**config.mk**
```make
export PLATFORM = sky130hd
export DESIGN_NAME = uart_tx_arbiter
export DESIGN_NICKNAME = d
export VERILOG_FILES = /design/src/rtl/uart_tx_arbiter.sv
export SDC_FILE = /design/constraint.sdc
export NUM_CORES = 1
export LEC_CHECK = 0
export ABC_AREA = 1
export BUFFER_PORTS_ARGS = -buffer_cell sky130_fd_sc_hd__buf_2
export CORE_MARGIN = 2
export CORE_UTILIZATION = 45
export CTS_BUF_LIST = sky130_fd_sc_hd__clkbuf_4 sky130_fd_sc_hd__clkbuf_8
export DETAILED_ROUTE_END_ITERATION = 6
export PLACE_DENSITY = 0.79
export SETUP_SLACK_MARGIN = 0.05
export SYNTH_ARGS = -nofsm -noshare
export SYNTH_HDL_FRONTEND = slang
export SYNTH_SLANG_ARGS = --single-unit
```
**constraint.sdc**
```tcl
create_clock -name clk_i -period 3.88 [get_ports clk_i]
set_clock_uncertainty 0.15 [all_clocks]
set_input_delay 0.582 -clock clk_i [delete_from_list [all_inputs] [get_ports clk_i]]
set_output_delay 0.582 -clock clk_i [all_outputs]
set_load 0.05 [all_outputs]
```
**src/rtl/uart_tx_arbiter.sv**
```systemverilog
`default_nettype none
// ============================================================================
// Module      : uart_tx_arbiter
// Description : Round-robin, message-locked scheduler sharing one uart_tx
//               serializer between NREQ valid/ready byte-stream requesters.
// Revision    : 1.0 - initial release
// ============================================================================
module uart_tx_arbiter #(
  parameter  int NREQ = 4,
  parameter  int DW   = 8,
  localparam int IDW  = $clog2(NREQ)
) (
  input  logic               clk_i,
  input  logic               rst_n_i,
  input  logic [NREQ-1:0]    req_valid_i,
  input  logic [NREQ*DW-1:0] req_data_i,
  input  logic [NREQ-1:0]    req_last_i,
  output logic [NREQ-1:0]    req_ready_o,
  output logic               utx_start_o,
  output logic [DW-1:0]      utx_data_o,
  input  logic               utx_busy_i,
  output logic [IDW-1:0]     grant_id_o,
  output logic               active_o
);

  typedef enum logic [1:0] {
    S_IDLE      = 2'd0,
    S_LOAD      = 2'd1,
    S_START     = 2'd2,
    S_WAIT_DONE = 2'd3
  } state_t;

  state_t         r_state;
  state_t         w_state_nxt;
  logic [IDW-1:0] r_owner;
  logic [IDW-1:0] r_last_owner;
  logic [DW-1:0]  r_data;
  logic           r_last_q;
  logic           r_lock;
  logic [IDW-1:0] w_pick;
  logic           w_grant;
  logic           w_capture;
  logic           w_done;
  logic [DW-1:0]  w_bytes [NREQ];

  for (genvar k = 0; k < NREQ; k++) begin : g_unpack
    assign w_bytes[k] = req_data_i[k*DW +: DW];
  end

  // Descending scan so the requester closest after last_owner wins.
  always_comb begin
    logic [IDW-1:0] v_idx;
    v_idx  = '0;
    w_pick = '0;
    for (int i = NREQ; i >= 1; i--) begin
      v_idx = IDW'((int'(r_last_owner) + i) % NREQ);
      if (req_valid_i[v_idx]) w_pick = v_idx;
    end
  end

  always_comb begin
    w_state_nxt = r_state;
    w_grant     = 1'b0;
    w_capture   = 1'b0;
    w_done      = 1'b0;
    utx_start_o = 1'b0;
    case (r_state)
      S_IDLE: begin
        if (!utx_busy_i && (|req_valid_i)) begin
          w_grant     = 1'b1;
          w_state_nxt = S_LOAD;
        end
      end
      S_LOAD: begin
        if (req_valid_i[r_owner]) begin
          w_capture   = 1'b1;
          w_state_nxt = S_START;
        end else if (!r_lock) begin
          w_state_nxt = S_IDLE;
        end
      end
      S_START: begin
        utx_start_o = 1'b1;
        if (utx_busy_i) w_state_nxt = S_WAIT_DONE;
      end
      S_WAIT_DONE: begin
        if (!utx_busy_i) begin
          w_done      = 1'b1;
          w_state_nxt = r_last_q ? S_IDLE : S_LOAD;
        end
      end
      default: w_state_nxt = S_IDLE;
    endcase
  end

  always_ff @(posedge clk_i or negedge rst_n_i) begin
    if (!rst_n_i) begin
      r_state      <= S_IDLE;
      r_owner      <= '0;
      r_last_owner <= IDW'(NREQ - 1);
      r_data       <= '0;
      r_last_q     <= 1'b0;
      r_lock       <= 1'b0;
    end else begin
      r_state <= w_state_nxt;
      if (w_grant) r_owner <= w_pick;
      if (w_capture) begin
        r_data   <= w_bytes[r_owner];
        r_last_q <= req_last_i[r_owner];
      end
      // Pointer only moves on a completed message, keeping abandoned grants free.
      if (w_done) begin
        if (r_last_q) begin
          r_last_owner <= r_owner;
          r_lock       <= 1'b0;
        end else begin
          r_lock <= 1'b1;
        end
      end
    end
  end

  always_comb begin
    req_ready_o = '0;
    if (r_state == S_LOAD) req_ready_o[r_owner] = 1'b1;
  end

  assign utx_data_o = r_data;
  assign grant_id_o = r_owner;
  assign active_o   = (r_state != S_IDLE);

endmodule
`default_nettype wire

```
==> metrics.txt, run 1 <==
crit path max fanout 15; core area 2500 um2; nets 288; Worst EP required 3.15 ns; HP Class primary input to asynchronous set/reset pin; worst path cell trace nor2_4 > inv_2 > nor2_1 > buf_2; proportion of layout cells with a drive suffix above 1 0.340; Worst-path clk slew 0.10 ns; total track usage 0.215; Final Critical Period 2.39 ns; RSZ-0062 raised after global routing false; status completed; critical path endpoint category primary output; Setup WS pre-CTS 1.82 ns; ranking of synthesized cells by area dfrtp_1 29%, nand2_1 23%, nand3_1 10%; Final GP Congestion 0.841; endpoints failing setup 0; worst slew pin tran 0.487 ns; hold_buf cts 0; Initial Util 0.478; max-cap viol count 0; DRT iter0 DRCs 50; predominant post-synthesis flop cell dfrtp_1; register bit total from synthesis 16; Final Cell Area 1540 um2; Synth Instances 186; die width 55.6 um; final worst slack 1.49 ns; H-tree levels 1; most frequent cell after synthesis nand2_1; port bufs 58; power per cell area 906 nW/um2; area delta synth->final 28.3%; Die Area 3090 um2; Rel. slew slack 0.675; CTS tree yes; Pleak 0.000890 uW; CTS Sinks 16; residual overflow from global routing 0; cts bufs inserted 3; Worst Path Arrival 1.66 ns; delay-heaviest family, CP flip-flops; Placed Area 1500 um2; Skew-Pair Late Insertion Delay 0.29 ns; # resized after CTS 0; Routed Antenna Nets 0; syn nets 229; Synth async-reset ratio 1.00; Yosys cell types 23; Synth area leader dfrtp_1; setup TNS 0 ns; Critical Path Start Type flip-flop; CP bufs+invs 2; IO Count 59; DR WL/cell 11.3 um; Max Root-Sink Buffers 2; Synth top area share 0.293; first-pass GRT wire length 5370 um; num rows 18; Setup CP Type flip-flop to primary output; Seq/Total Area, Yosys 0.337; Final Util 0.614; largest net degree at the start of global routing 20; die span in y 55.6 um; postcts setup bufs 0; Synth top cells by count 73 x nand2_1, 25 x nand3_1, 17 x inv_1; Clock Root Buffer clkbuf_4; CP max stage cell dfrtp_1; DR pass1 iterations 4; vias in the first global route 1229; DRC 0; Peak VDD IR 0.000592 V; Avg Vias per Cell 4.96; number of synthesized flops with an enable pin 0; number of antenna violations at the first check in global routing 0; Mapped Area 1200 um2; Final Hold Vio Count 0; Max Clock Freq 0.418 GHz; Slew Viols, Final 0; DP HPWL 2440 um; Post-Route WL 3110 um; ant diodes 0; Syn Area/Cell 6.43 um2; total number of yosys warnings 0; via count 1358; Period Utilization, post-route 0.616; max incr delay on CP 0.57 ns
-- placed cells by master, fill, tap and decap left out --
| master | count |
|---|---|
| nand2_1 | 73 |
| nand4_1 | 2 |
| inv_2 | 5 |
| nand3_1 | 25 |
| o21ai_0 | 5 |
| o22ai_2 | 1 |
| a21boi_0 | 1 |
| o21ai_2 | 9 |
| dfrtp_1 | 14 |
| dfstp_2 | 2 |
| nor3_1 | 1 |
| nand2_4 | 1 |
| o21ai_1 | 1 |
| buf_2 | 58 |
| clkinv_1 | 1 |
| inv_1 | 17 |
| clkbuf_8 | 1 |
| nor2_4 | 2 |
| nor2_1 | 9 |
| clkbuf_4 | 3 |
| nand2_2 | 1 |
| o21a_1 | 1 |
| a21oi_1 | 11 |
-- per-layer routing --
metal / GRT usage / vias up / part of all wire / wire length (um)
met2: 0.354 / 43 / 0.49 / 1540
li1: - / 717 / - / -
met1: 0.293 / 592 / 0.44 / 1370
met4: 0.0627 / 0 / 0.015 / 46
met3: 0.0304 / 6 / 0.049 / 152
met5: 0 / - / 0 / 0
-- through the flow --
step,hold slack (ns),cells,total power [uW]
6_report,0.0343,274,1390
5_1_grt,0.0467,274,1530
4_1_cts,0.0500,274,1390
3_5_place_dp,0.317,270,1280
3_3_place_gp,0.312,270,1270
2_1_floorplan,0.136,186,1100
-- cells by family (layout without fill, tap and decap cells) --
kind of cell    after synthesis  count (layout)  share of synthesized area
simple gates                114             114                      0.410
compound gates               29              29                      0.160
buf+inv                      27              85                     0.0931
flops                        16              16                      0.337
-- where the power goes --
| part | switching, uW | internal, uW |
|---|---|---|
| Sequential | 92.8 | 252 |
| Combinational | 665 | 267 |
| Clock | 56.8 | 57.2 |
-- sequential cells by signal, summed over array words and instances, names as in the netlist, named ones only --
signal,cells
r_last_owner,2
utx_data_o,8
r_last_q,1
r_lock,1
r_state,1
grant_id_o,2
-- cell type report --
type / instances / area [um2]
well taps: 30 / 37.5
multi-input cells: 143 / 682
clock buffers: 4 / 36.3
repair buffers: 58 / 290
flip-flops and latches: 16 / 403
fillers: 239 / 965
inverters: 23 / 86.3
-- worst paths after layout --
check                              start              end  slack [ns]  depth (start not counted)
max in group asynchronous        rst_n_i  r_last_owner[1]        3.23                          1
min reg2reg                utx_data_o[5]    utx_data_o[5]        0.34                          2
max                        grant_id_o[0]   req_ready_o[0]        1.49                          4
max reg2reg                grant_id_o[0]    utx_data_o[1]        2.11                          8
min                              rst_n_i           r_lock        0.03                          1
min in group clk_i         utx_data_o[5]    utx_data_o[5]        0.34                          2
(Power assumes the default switching activity.)
==> run 2, diff against run 1 <==
clock period = 2.23 ns   (was 3.88 ns; I/O delays follow)
==> metrics.txt, run 2 (synthesis gave the netlist of run 1 again) <==
cts bufs inserted 3; Rel. slew slack 0.757; HP Class primary input to flip-flop; Fill cells 246; port bufs 58; IO Count 59; vias in the first global route 1308; first-pass GRT wire length 5270 um; Pleak 0.000901 uW; Max Root-Sink Buffers 2; nets 291; Final GP Congestion 0.819; die span in y 55.6 um; Skew-Pair Late Insertion Delay 0.28 ns; CTS tree yes; Slew Viols, Final 0; ant diodes 0; worst path cell trace inv_1 > nand2_1 > nor2_1 > buf_2; count of non-filler cells in the finished layout 277; Final Cell Area 1560 um2; Post-Route WL 3030 um; core area 2500 um2; power per cell area 1550 nW/um2; Placed Area 1510 um2; Initial Util 0.478; crit path max fanout 15; Period Utilization, post-route 0.887; Worst-path clk slew 0.09 ns; worst slew pin tran 0.364 ns; endpoints failing setup 0; max-cap viol count 0; Clock Root Buffer clkbuf_4; Avg Vias per Cell 4.87; Worst EP required 1.75 ns; critical path endpoint category primary output; DRC 0; area delta synth->final 30.4%; number of antenna violations at the first check in global routing 0; Worst Path Arrival 1.49 ns; RSZ-0062 raised after global routing false; via count 1350; largest net degree at the start of global routing 20; number of flip-flops in the largest register 8; most frequent cells in the layout 73 x nand2_1, 58 x buf_2, 25 x nand3_1, 17 x inv_1, 13 x dfrtp_1; DR pass1 iterations 6; setup TNS 0 ns; DR WL/cell 10.9 um; CP max stage cell dfrtp_2; num rows 18; CTS Sinks 16; commonest non-fill, non-tap cell in the layout nand2_1; Routed Antenna Nets 0; residual overflow from global routing 0; H-tree levels 1; total power 2430 uW; Final Hold Vio Count 0; Setup CP Type flip-flop to primary output; Final Critical Period 1.98 ns; max incr delay on CP 0.52 ns; Final Util 0.624; die width 55.6 um; Post-Place Cells 271; Peak VDD IR 0.00103 V; DRT iter0 DRCs 31; Die Area 3090 um2; Critical Path Start Type flip-flop; Max Clock Freq 0.505 GHz; proportion of layout cells with a drive suffix above 1 0.352; DP HPWL 2440 um; total track usage 0.212; status completed
run 2: changes by cell type in the layout (fill, tap and decap cells not counted):
| cell | delta |
|---|---|
| buf_4 | +2 |
| clkbuf_4 | +1 |
| clkbuf_8 | -1 |
| dfrtp_1 | -1 |
| dfrtp_2 | +1 |
| dlygate4sd3_1 | +1 |
| nor3_1 | -1 |
| nor3_2 | +1 |
run 2: critical path, delay by kind of cell, from the launching register on:
family / cells / cell delay (ns)
DFF: 1 / 0.52
buffers and inverters: 2 / 0.42
and+or+nand+nor: 2 / 0.27
run 2: final timing paths:
path                                   end  cells past startpoint           start  slack (ns)
max                         req_ready_o[2]                      4   grant_id_o[0]        0.25
min                          utx_data_o[6]                      3  req_data_i[22]        0.18
max reg2reg                  utx_data_o[7]                      8   grant_id_o[0]        0.56
min reg2reg                  utx_data_o[5]                      2   utx_data_o[5]        0.34
max in group asynchronous  r_last_owner[1]                      2         rst_n_i        1.29
min in group asynchronous       r_state[0]                      2         rst_n_i        0.33
run 2: final cells by class:
type / instances / area, um2 / area share
Multi-Input combinational cell: 143 / 687 / 0.440
Sequential cell: 16 / 404 / 0.259
Timing Repair Buffer: 61 / 315 / 0.202
Inverter: 23 / 86.3 / 0.0553
Tap cell: 30 / 37.5 / 0.0241
Clock buffer: 4 / 30.0 / 0.0192
run 2: what timing repair did:
item | CTS | global route
endpoints found under the hold margin | 14 | 0
endpoints found under the setup margin | 0 | 4
hold buffers | 1 | 0
buffers inserted | 0 | 1
gates resized for setup | 0 | 1
run 2: routing by layer:
layer / global-route usage / part of all wire / wire, um / up-vias
met5: 0 / 0 / 0 / -
met4: 0.0557 / 0.0089 / 27 / 0
met3: 0.0468 / 0.059 / 178 / 4
met2: 0.371 / 0.49 / 1480 / 47
met1: 0.262 / 0.44 / 1350 / 581
li1: - / - / - / 718
run 2: power by group:
| part | internal (uW) | total (uW) | switching (uW) | leakage, uW |
|---|---|---|---|---|
| Sequential | 440 | 603 | 164 | 0.000191 |
| Combinational | 490 | 1650 | 1160 | 0.000692 |
| Clock | 81.6 | 172 | 90.0 | 0.0000184 |
run 2: metrics by stage:
step                setup slack [ns]  hold slack (ns)
floorplan                      0.118           -0.111
global placement               0.433            0.115
detailed placement             0.412            0.117
CTS                           0.0874            0.172
global route                   0.140            0.168
finish                         0.251            0.177
